===== config.mk =====
export PLATFORM = sky130hd
export DESIGN_NAME = imem_ctrl_flat
export DESIGN_NICKNAME = d
export VERILOG_FILES = /design/src/rtl/imem_ctrl_pkg.sv /design/src/rtl/imem_ctrl_if.sv /design/src/rtl/imem_ctrl.sv /design/src/flat_wrapper.sv
export SDC_FILE = /design/constraint.sdc
export NUM_CORES = 1
export LEC_CHECK = 0
export CAP_MARGIN = 10
export CORE_MARGIN = 10
export CORE_UTILIZATION = 22
export CTS_BUF_LIST = sky130_fd_sc_hd__clkbuf_8
export CTS_CLUSTER_DIAMETER = 100
export DETAILED_ROUTE_END_ITERATION = 12
export GPL_TIMING_DRIVEN = 0
export PLACE_DENSITY = 0.79
export REMOVE_ABC_BUFFERS = 1
export SLEW_MARGIN = 10
export SYNTH_ARGS = -nofsm -noshare
export SYNTH_HDL_FRONTEND = slang
export SYNTH_SLANG_ARGS = --single-unit

===== constraint.sdc =====
create_clock -name clk -period 1.61 [get_ports clk]
set_clock_uncertainty 0.1 [all_clocks]
set_input_delay 0.322 -clock clk [delete_from_list [all_inputs] [get_ports clk]]
set_output_delay 0.322 -clock clk [all_outputs]
set_load 0.02 [all_outputs]

===== src/rtl/imem_ctrl_pkg.sv =====
// Shared types and constants for the instruction-memory controller.
// Holds the controller state encoding, the NOP instruction and the default geometry.
package imem_pkg;

  typedef enum logic [1:0] {
    ST_IDLE  = 2'd0,
    ST_LOAD  = 2'd1,
    ST_FLUSH = 2'd2,
    ST_RUN   = 2'd3
  } state_t;

  // RV32I "addi x0, x0, 0"
  localparam logic [31:0] NOP = 32'h0000_0013;

  localparam int DEFAULT_DEPTH = 64;
  localparam int DEFAULT_AW    = 6;

endpackage


===== src/rtl/imem_ctrl_if.sv =====
// Bundle of loader, fetch and memory-port signals between the controller and its neighbours.
// The slave modport is the controller's view; master is the view of the surrounding system.
interface imem_ctrl_if
  import imem_pkg::*;
#(
  parameter int AW = DEFAULT_AW
);

  // Loader handshake: a word is consumed in every cycle where ld_valid and
  // ld_ready are both high; ld_data and ld_last are only sampled in such a cycle.
  logic          ld_start;
  logic          ld_valid;
  logic [31:0]   ld_data;
  logic          ld_last;
  logic          ld_ready;
  logic          ld_done;
  logic [AW:0]   ld_count;

  logic          if_req;
  logic [31:0]   if_addr;
  logic          if_valid;
  logic [31:0]   if_instr;
  logic          core_hold;

  logic          mem_we;
  logic [AW-1:0] mem_waddr;
  logic [31:0]   mem_wdata;
  logic [AW-1:0] mem_raddr;
  logic [31:0]   mem_rdata;

  logic [1:0]    err;

  modport slave (
    input  ld_start, ld_valid, ld_data, ld_last,
    input  if_req, if_addr, mem_rdata,
    output ld_ready, ld_done, ld_count,
    output if_valid, if_instr, core_hold,
    output mem_we, mem_waddr, mem_wdata, mem_raddr,
    output err
  );

  modport master (
    output ld_start, ld_valid, ld_data, ld_last,
    output if_req, if_addr, mem_rdata,
    input  ld_ready, ld_done, ld_count,
    input  if_valid, if_instr, core_hold,
    input  mem_we, mem_waddr, mem_wdata, mem_raddr,
    input  err
  );

endinterface


===== src/rtl/imem_ctrl.sv =====
// Instruction-memory controller: streams a program into an external sync RAM,
// then serves single-cycle-latency pipelined instruction fetches from it.
module imem_ctrl
  import imem_pkg::*;
#(
  parameter int DEPTH = DEFAULT_DEPTH,
  parameter int AW    = DEFAULT_AW
) (
  input  logic       clk,
  input  logic       rst_n,
  imem_ctrl_if.slave bus,
  output state_t     dbg_state
);

  localparam logic [AW:0] DEPTH_C = (AW+1)'(DEPTH);
  localparam logic [AW:0] LAST_C  = (AW+1)'(DEPTH - 1);

  state_t      state_q;
  state_t      state_d;
  logic [AW:0] cnt_q;
  logic [1:0]  err_q;
  logic        valid_q;
  logic        nop_q;
  logic        done_q;

  logic        ready;
  logic        hold;
  logic        ld_hs;
  logic        fetch;
  logic        misaligned;
  logic        out_of_range;
  logic        load_entry;
  logic        load_exit;

  always_ff @(posedge clk or negedge rst_n) begin
    if (!rst_n) begin
      state_q <= ST_IDLE;
    end else begin
      state_q <= state_d;
    end
  end

  always_comb begin
    state_d = state_q;
    case (state_q)
      ST_IDLE:  if (bus.ld_start) state_d = ST_LOAD;
      ST_LOAD:  if (ld_hs && (bus.ld_last || cnt_q == LAST_C)) state_d = ST_FLUSH;
      ST_FLUSH: state_d = ST_RUN;
      ST_RUN:   if (bus.ld_start) state_d = ST_LOAD;
      default:  state_d = ST_IDLE;
    endcase
  end

  always_comb begin
    ready = 1'b0;
    hold  = 1'b1;
    fetch = 1'b0;
    case (state_q)
      ST_LOAD: ready = (cnt_q < DEPTH_C);
      ST_RUN: begin
        hold  = 1'b0;
        fetch = bus.if_req;
      end
      default: ;
    endcase
  end

  assign ld_hs        = bus.ld_valid & ready;
  assign misaligned   = |bus.if_addr[1:0];
  assign out_of_range = |bus.if_addr[31:AW+2];
  assign load_entry   = (state_q != ST_LOAD) && (state_d == ST_LOAD);
  assign load_exit    = (state_q == ST_LOAD) && (state_d == ST_FLUSH);

  // A fetch accepted in the same cycle as ld_start still completes; error
  // flags are wiped on load entry, which takes priority over a new error.
  always_ff @(posedge clk or negedge rst_n) begin
    if (!rst_n) begin
      cnt_q   <= '0;
      err_q   <= '0;
      valid_q <= 1'b0;
      nop_q   <= 1'b0;
      done_q  <= 1'b0;
    end else begin
      valid_q <= fetch;
      nop_q   <= fetch & (misaligned | out_of_range);
      done_q  <= load_exit;
      if (load_entry) begin
        cnt_q <= '0;
      end else if (ld_hs) begin
        cnt_q <= cnt_q + 1'b1;
      end
      if (load_entry) begin
        err_q <= '0;
      end else if (fetch) begin
        err_q <= err_q | {out_of_range, misaligned};
      end
    end
  end

  assign bus.ld_ready  = ready;
  assign bus.ld_done   = done_q;
  assign bus.ld_count  = cnt_q;
  assign bus.core_hold = hold;
  assign bus.mem_we    = ld_hs;
  assign bus.mem_waddr = cnt_q[AW-1:0];
  assign bus.mem_wdata = bus.ld_data;
  assign bus.mem_raddr = bus.if_addr[AW+1:2];
  assign bus.if_valid  = valid_q;
  assign bus.if_instr  = nop_q ? NOP : bus.mem_rdata;
  assign bus.err       = err_q;
  assign dbg_state     = state_q;

endmodule


===== src/flat_wrapper.sv =====
// flat-port wrapper written by rule: the top's interface ports become plain ports
module imem_ctrl_flat import imem_pkg::*;
#(
  parameter int DEPTH = DEFAULT_DEPTH,
  parameter int AW    = DEFAULT_AW
)
  (clk, rst_n, dbg_state, bus_ld_start, bus_ld_valid, bus_ld_data, bus_ld_last, bus_if_req, bus_if_addr, bus_mem_rdata, bus_ld_ready, bus_ld_done, bus_ld_count, bus_if_valid, bus_if_instr, bus_core_hold, bus_mem_we, bus_mem_waddr, bus_mem_wdata, bus_mem_raddr, bus_err);
  imem_ctrl_if #(.AW(AW)) bus_i ();
  input  logic clk;
  input  logic rst_n;
  output state_t dbg_state;
  input wire logic [$bits(bus_i.ld_start)-1:0] bus_ld_start;
  input wire logic [$bits(bus_i.ld_valid)-1:0] bus_ld_valid;
  input wire logic [$bits(bus_i.ld_data)-1:0] bus_ld_data;
  input wire logic [$bits(bus_i.ld_last)-1:0] bus_ld_last;
  input wire logic [$bits(bus_i.if_req)-1:0] bus_if_req;
  input wire logic [$bits(bus_i.if_addr)-1:0] bus_if_addr;
  input wire logic [$bits(bus_i.mem_rdata)-1:0] bus_mem_rdata;
  output wire logic [$bits(bus_i.ld_ready)-1:0] bus_ld_ready;
  output wire logic [$bits(bus_i.ld_done)-1:0] bus_ld_done;
  output wire logic [$bits(bus_i.ld_count)-1:0] bus_ld_count;
  output wire logic [$bits(bus_i.if_valid)-1:0] bus_if_valid;
  output wire logic [$bits(bus_i.if_instr)-1:0] bus_if_instr;
  output wire logic [$bits(bus_i.core_hold)-1:0] bus_core_hold;
  output wire logic [$bits(bus_i.mem_we)-1:0] bus_mem_we;
  output wire logic [$bits(bus_i.mem_waddr)-1:0] bus_mem_waddr;
  output wire logic [$bits(bus_i.mem_wdata)-1:0] bus_mem_wdata;
  output wire logic [$bits(bus_i.mem_raddr)-1:0] bus_mem_raddr;
  output wire logic [$bits(bus_i.err)-1:0] bus_err;
  assign bus_i.ld_start = bus_ld_start;
  assign bus_i.ld_valid = bus_ld_valid;
  assign bus_i.ld_data = bus_ld_data;
  assign bus_i.ld_last = bus_ld_last;
  assign bus_i.if_req = bus_if_req;
  assign bus_i.if_addr = bus_if_addr;
  assign bus_i.mem_rdata = bus_mem_rdata;
  assign bus_ld_ready = bus_i.ld_ready;
  assign bus_ld_done = bus_i.ld_done;
  assign bus_ld_count = bus_i.ld_count;
  assign bus_if_valid = bus_i.if_valid;
  assign bus_if_instr = bus_i.if_instr;
  assign bus_core_hold = bus_i.core_hold;
  assign bus_mem_we = bus_i.mem_we;
  assign bus_mem_waddr = bus_i.mem_waddr;
  assign bus_mem_wdata = bus_i.mem_wdata;
  assign bus_mem_raddr = bus_i.mem_raddr;
  assign bus_err = bus_i.err;
  imem_ctrl #(.DEPTH(DEPTH), .AW(AW)) u_core (.clk(clk), .rst_n(rst_n), .bus(bus_i), .dbg_state(dbg_state));
endmodule

==> results of run 1 <==
[cell type report]
class	instances	area, µm²	share of cell area
Multi-Input combinational cell	88	858	0.304
Timing Repair Buffer	141	1440	0.508
Inverter	6	27.5	0.00974
Tap cell	75	93.8	0.0332
Sequential cell	14	357	0.126
Clock buffer	4	55.1	0.0195
[worst min path at each step]
stage / to / depth (start not counted) / from / slack [ns]
after global routing: u_core.bus.ld_count[1]$_DFFE_PN0P_ / 1 / rst_n / 0.42
after global placement: u_core.bus.err[0]$_DFFE_PN0P_ / 2 / u_core.bus.err[0]$_DFFE_PN0P_ / 0.41
after detailed placement: u_core.bus.err[1]$_DFFE_PN0P_ / 2 / u_core.bus.err[1]$_DFFE_PN0P_ / 0.45
final: u_core.bus.ld_count[1]$_DFFE_PN0P_ / 1 / rst_n / 0.38
after floorplan: u_core.bus.err[0]$_DFFE_PN0P_ / 0 / rst_n / -0.07
after CTS: u_core.bus.ld_count[1]$_DFFE_PN0P_ / 1 / rst_n / 0.40
[power groups by stage]
stage | Clock [µW] | Sequential [µW] | Combinational [µW]
final | 341 | 582 | 2880
after global routing | 368 | 599 | 3040
after CTS | 350 | 591 | 2340
after detailed placement | 0 | 605 | 1940
after global placement | 0 | 596 | 1910
after floorplan | 0 | 699 | 936
[critical path, cell delays in order (launching register included)]
cell and delay [ns]:
dfrtp_2 0.44, buf_12 0.14, ha_4 0.17, nand4b_1 0.12, o211ai_1 0.11, buf_4 0.16, o22ai_4 0.24, and3b_2 0.24
[layout by cell type (no fill, tap or decap), drive strengths merged, types with 2 or more instances in the layout]
| cell | count |
|---|---|
| clkdlybuf4s50 | 63 |
| buf | 58 |
| nor2b | 30 |
| dlygate4sd2 | 18 |
| dfrtp | 14 |
| a21oi | 9 |
| nor4 | 7 |
| clkbuf | 6 |
| inv | 6 |
| nand2 | 5 |
| ha | 5 |
| or2 | 4 |
| nor2 | 3 |
| xor2 | 3 |
| nand4 | 2 |
| xnor2 | 2 |
| o21ba | 2 |
| o22ai | 2 |
[kinds of logic (layout without fill, tap and decap cells)]
group,after synthesis,after routing,synth area share
AO/OA/AOI/OAI,18,19,0.104
XOR/XNOR,5,5,0.0320
adder cells (fa/ha/maj),5,5,0.0457
buffers and inverters,55,151,0.278
flip-flops,14,14,0.256
multiplexers,1,1,0.00731
AND/OR/NAND/NOR,58,58,0.277
[registers in the layout, indices dropped and copies added (netlist names)]
signal and count:
u_core.bus.ld_count 7, u_core.bus.err 2, u_core.dbg_state 2, u_core.bus.if_valid 1, u_core.bus.ld_done 1, u_core.nop_q 1
[repair_timing]
item	4_1_cts	5_1_grt
setup buffers	14	9
pin swaps	6	9
resized for setup	222	67
setup endpoints to repair	66	46
cloned	1	1
hold endpoints to repair	0	0
[metrics by stage]
stage	util	cell area (µm²)	hold WS, ns	cells	setup TNS, ns
floorplan	-	1010	-0.0736	107	-2.27
global placement	0.380	2280	0.414	299	-17.54
detailed placement	0.380	2280	0.448	299	-18.47
CTS	0.411	2460	0.395	318	-3.42
global route	0.472	2830	0.424	328	-6.98
finish	0.472	2830	0.380	328	-4.75
[routing by layer]
layer	global-route usage	up-vias	wire length [µm]
li1	-	663	-
met1	0.135	647	2720
met2	0.209	129	3290
met3	0.131	6	1430
met4	0.0165	2	15
met5	0.0615	-	64
==> results.ini, run 1 <==
[floorplan]
row_count=28
fp.dieArea_mm2=0.00978
die_w_um=98.9
initial_utilization=0.228
core_area_mm2=0.00599
io_pins=194
die_y_um=98.9

[placement]
port_buffers=117
routabilityCongestion=0.764
pre_cts_slack_ns=-0.581
dpl.hpwl_mm=5.99

[drt]
firstDrtPassIters=4
vias=1447
ant_nets=0
drc=0
wl_per_cell_um=23.0
drt-initial-drc-count=22
routed_via_density=4.41
routed_wl_mm=7.53

[final_layout]
n_antenna_cell=0
area_delta_synth_final_pct=106
num-nets-final=361
fill_cells=526
layout-drive-gt1-share=0.435

[pwr]
pwr-share-comb=0.757
swShare=0.426
p_int_uw=2180
vdd_drop_max_mv=0.899
p_leak_uw=0.00132
switching_power_uw=1620
power_uw=3800
share_seq_of_total_power=0.153
p_clk_frac=0.090
power_density_mw_per_mm2=1340

[worst_setup_path]
crit_path_end=u_core.bus.ld_done$_DFF_PN0_
critPathLaunchType=register
crit_path_end_kind=register
crit_arrival_ns=1.87
r2r_start=u_core.dbg_state[0]$_DFF_PN0_
critPathKind=register to register
r2r_cells=7
reg2reg_to=u_core.bus.ld_done$_DFF_PN0_
r2r_setup_slack_ns=-0.22
critPathLaunch=u_core.dbg_state[0]$_DFF_PN0_
worstPathMaxFanout=6
crit_required_ns=1.65

[sta]
relSlewSlack=0.562
fmax_ghz=0.545
maxSlewViolCount=0
setup_ws_ns=-0.223
setup_viol=43
rsz0062_at_grt=true
worstMarginPinSlew_ns=0.655
min_period_ns=1.83
min_period_over_period=1.14
hold_viol_final=0

[synthesis]
ys_seq_area_frac=0.256
synth_edf_count=0
synth_common_cells=44 x buf_4, 30 x nor2b_1, 14 x dfrtp_1
synth_top_area_share=0.256
yosysTopAreaCell=dfrtp_1
synth_area_leaders=dfrtp_1 26%, buf_4 24%, nor2b_1 14%, ha_1 4.6%, a21oi_1 2.9%
yosysWarnings=0
syn_area_mm2=0.00137
syn_inst=156
syn_avg_cell_area_um2=8.77
synthFlopType=dfrtp_1
yosysMostFrequentCell=buf_4
yosysUniqueCellTypes=34
ys_ff_latch=14
async_flop_share=1.00

[cts]
cts.htree.levels=1
hold_buffers=0
cts.root.buffer_cell=clkbuf_8
cts_tree=done
clk_latency_ns=0.24
clockBufferDepth=2
cts_buffers=3
clkTransAtPathRegs_ns=0.06
cts.sinks=14

[global_route]
grtUsageTotal=0.138
first_global_vias=1514
grt_pass1_wl_mm=10.1
antenna_found_initial=0
overflow=0
grt_max_degree=15

[job]
maxCapViolations=0

[outcome]
violations=negative setup slack
status=finished with violations

[hold_path]
holdCritPathClass=input pin to asynchronous set/reset pin

Note: power is estimated with default switching activity, not from simulation.
==> inputs of run 2 (changes only) <==
--- a/config.mk
+++ b/config.mk
@@ -14,6 +14,7 @@
 export GPL_TIMING_DRIVEN = 0
 export PLACE_DENSITY = 0.79
 export REMOVE_ABC_BUFFERS = 1
+export SETUP_SLACK_MARGIN = 0.02
 export SLEW_MARGIN = 10
 export SYNTH_ARGS = -nofsm -noshare
 export SYNTH_HDL_FRONTEND = slang
==> results.ini, run 2 (same netlist as run 1, synthesis figures left out) <==
[outcome]
status=finished with violations
violations=negative setup slack

[cts]
clkTransAtPathRegs_ns=0.06
clockBufferDepth=2
cts.root.buffer_cell=clkbuf_8
cts_tree=done
cts_buffers=3
cts.htree.levels=1
hold_buffers=0
clk_latency_ns=0.24
cts.sinks=14

[final_layout]
largest_reg_flops=7
layout-drive-gt1-share=0.422
area_delta_synth_final_pct=102
n_antenna_cell=0
utilization=0.462
layout_common_cells=63 x clkdlybuf4s50_1, 28 x buf_6, 20 x buf_4
num-nets-final=357
fill_cells=542
layout_commonest_cell=clkdlybuf4s50_1
design_area_mm2=0.00277

[worst_setup_path]
crit_chain=inv_2 > ha_4 > o22a_2 > nor2_1 > o22ai_4 > buf_12 > a22oi_4
crit_arrival_ns=1.87
crit_required_ns=1.68
crit_slowest_cell=dfrtp_2
critPathLaunchType=register
critPathKind=register to register
path_buf_inv=2
cpPeakStageDelay_ns=0.47
cp_top_family=flip-flops
crit_path_end_kind=register
worstPathMaxFanout=5

[sta]
min_period_over_period=1.12
maxSlewViolCount=0
hold_viol_final=0
rsz0062_at_grt=true
worstMarginPinSlew_ns=0.640
tns_ns=-3.76
min_period_ns=1.81
hold_slack_ns=0.372
setup_viol=39
fmax_ghz=0.554
setup_ws_ns=-0.196
relSlewSlack=0.572

[drt]
wl_per_cell_um=23.1
routed_via_density=4.47
firstDrtPassIters=4
ant_nets=0
drc=0
vias=1448
drt-initial-drc-count=27
routed_wl_mm=7.48

[global_route]
grtUsageTotal=0.137
first_global_vias=1494
grt_pass1_wl_mm=10.0
overflow=0
grt_max_degree=15
antenna_found_initial=0

[floorplan]
row_count=28
die_w_um=98.9
initial_utilization=0.228
io_pins=194
core_area_mm2=0.00599
die_y_um=98.9
fp.dieArea_mm2=0.00978

[placement]
port_buffers=117
dpl.hpwl_mm=5.99
routabilityCongestion=0.764
pre_cts_slack_ns=-0.581
detailed_place.area_mm2=0.00228

[pwr]
p_leak_uw=0.00129
power_density_mw_per_mm2=1370
vdd_drop_max_mv=0.843

[job]
maxCapViolations=0

[hold_path]
holdCritPathClass=input pin to asynchronous set/reset pin

==> run 2: cell count changes in the layout (fill, tap and decap cells not counted), sizes merged <==
cell and change:
buf -4
==> run 2: stage by stage <==
stage | power, µW | cells
after detailed placement | 2550 | 299
after global placement | 2510 | 299
after CTS | 3400 | 317
after global routing | 4010 | 324
final | 3790 | 324
after floorplan | 1640 | 107
==> run 2: worst reg2reg max path: stages (launching register included) <==
cell and delay, ns:
dfrtp_2 0.47, inv_2 0.09, ha_4 0.20, o22a_2 0.19
nor2_1 0.26, o22ai_4 0.12, buf_12 0.16, a22oi_4 0.14
==> run 2: final timing paths <==
kind	to	startpoint	cells after the start	slack, ns
worst max-delay path	u_core.bus.err[1]$_DFFE_PN0P_	u_core.dbg_state[0]$_DFF_PN0_	7	-0.20
worst min-delay path	u_core.bus.ld_count[1]$_DFFE_PN0P_	rst_n	1	0.37
worst max register to register	u_core.bus.err[1]$_DFFE_PN0P_	u_core.dbg_state[0]$_DFF_PN0_	7	-0.20
worst min register to register	u_core.bus.err[0]$_DFFE_PN0P_	u_core.bus.err[0]$_DFFE_PN0P_	2	0.46
max in group asynchronous	u_core.nop_q$_DFF_PN0_	rst_n	1	0.56
min in group clk	u_core.bus.err[0]$_DFFE_PN0P_	u_core.bus.err[0]$_DFFE_PN0P_	2	0.46
==> run 2: final cells by class <==
type	instances	area [µm²]	share of cell area
flip-flops and latches	14	357	0.129
inverters	6	27.5	0.00994
multi-input cells	88	857	0.310
clock buffers	4	55.1	0.0199
repair buffers	137	1380	0.498
well taps	75	93.8	0.0339
==> run 2: power by group <==
| part | switching, µW | total, µW | internal [µW] | leakage (µW) |
|---|---|---|---|---|
| combinational | 1360 | 2860 | 1490 | 0.00108 |
| clock | 126 | 342 | 216 | 0.0000288 |
| sequential | 132 | 589 | 458 | 0.000182 |
==> run 2: layer usage <==
metal / global-route usage / wire, µm / up-vias
met1: 0.136 / 2670 / 657
met3: 0.131 / 1430 / 6
li1: - / - / 657
met2: 0.204 / 3310 / 126
met5: 0.0615 / 64 / -
met4: 0.0165 / 15 / 2
==> run 2: repair_timing <==
item,in CTS,in global routing
endpoints found under the setup margin,66,46
resized for setup,221,60
gates cloned,1,1
pin swaps,5,5
hold endpoints to repair,0,0
setup buffers,13,6
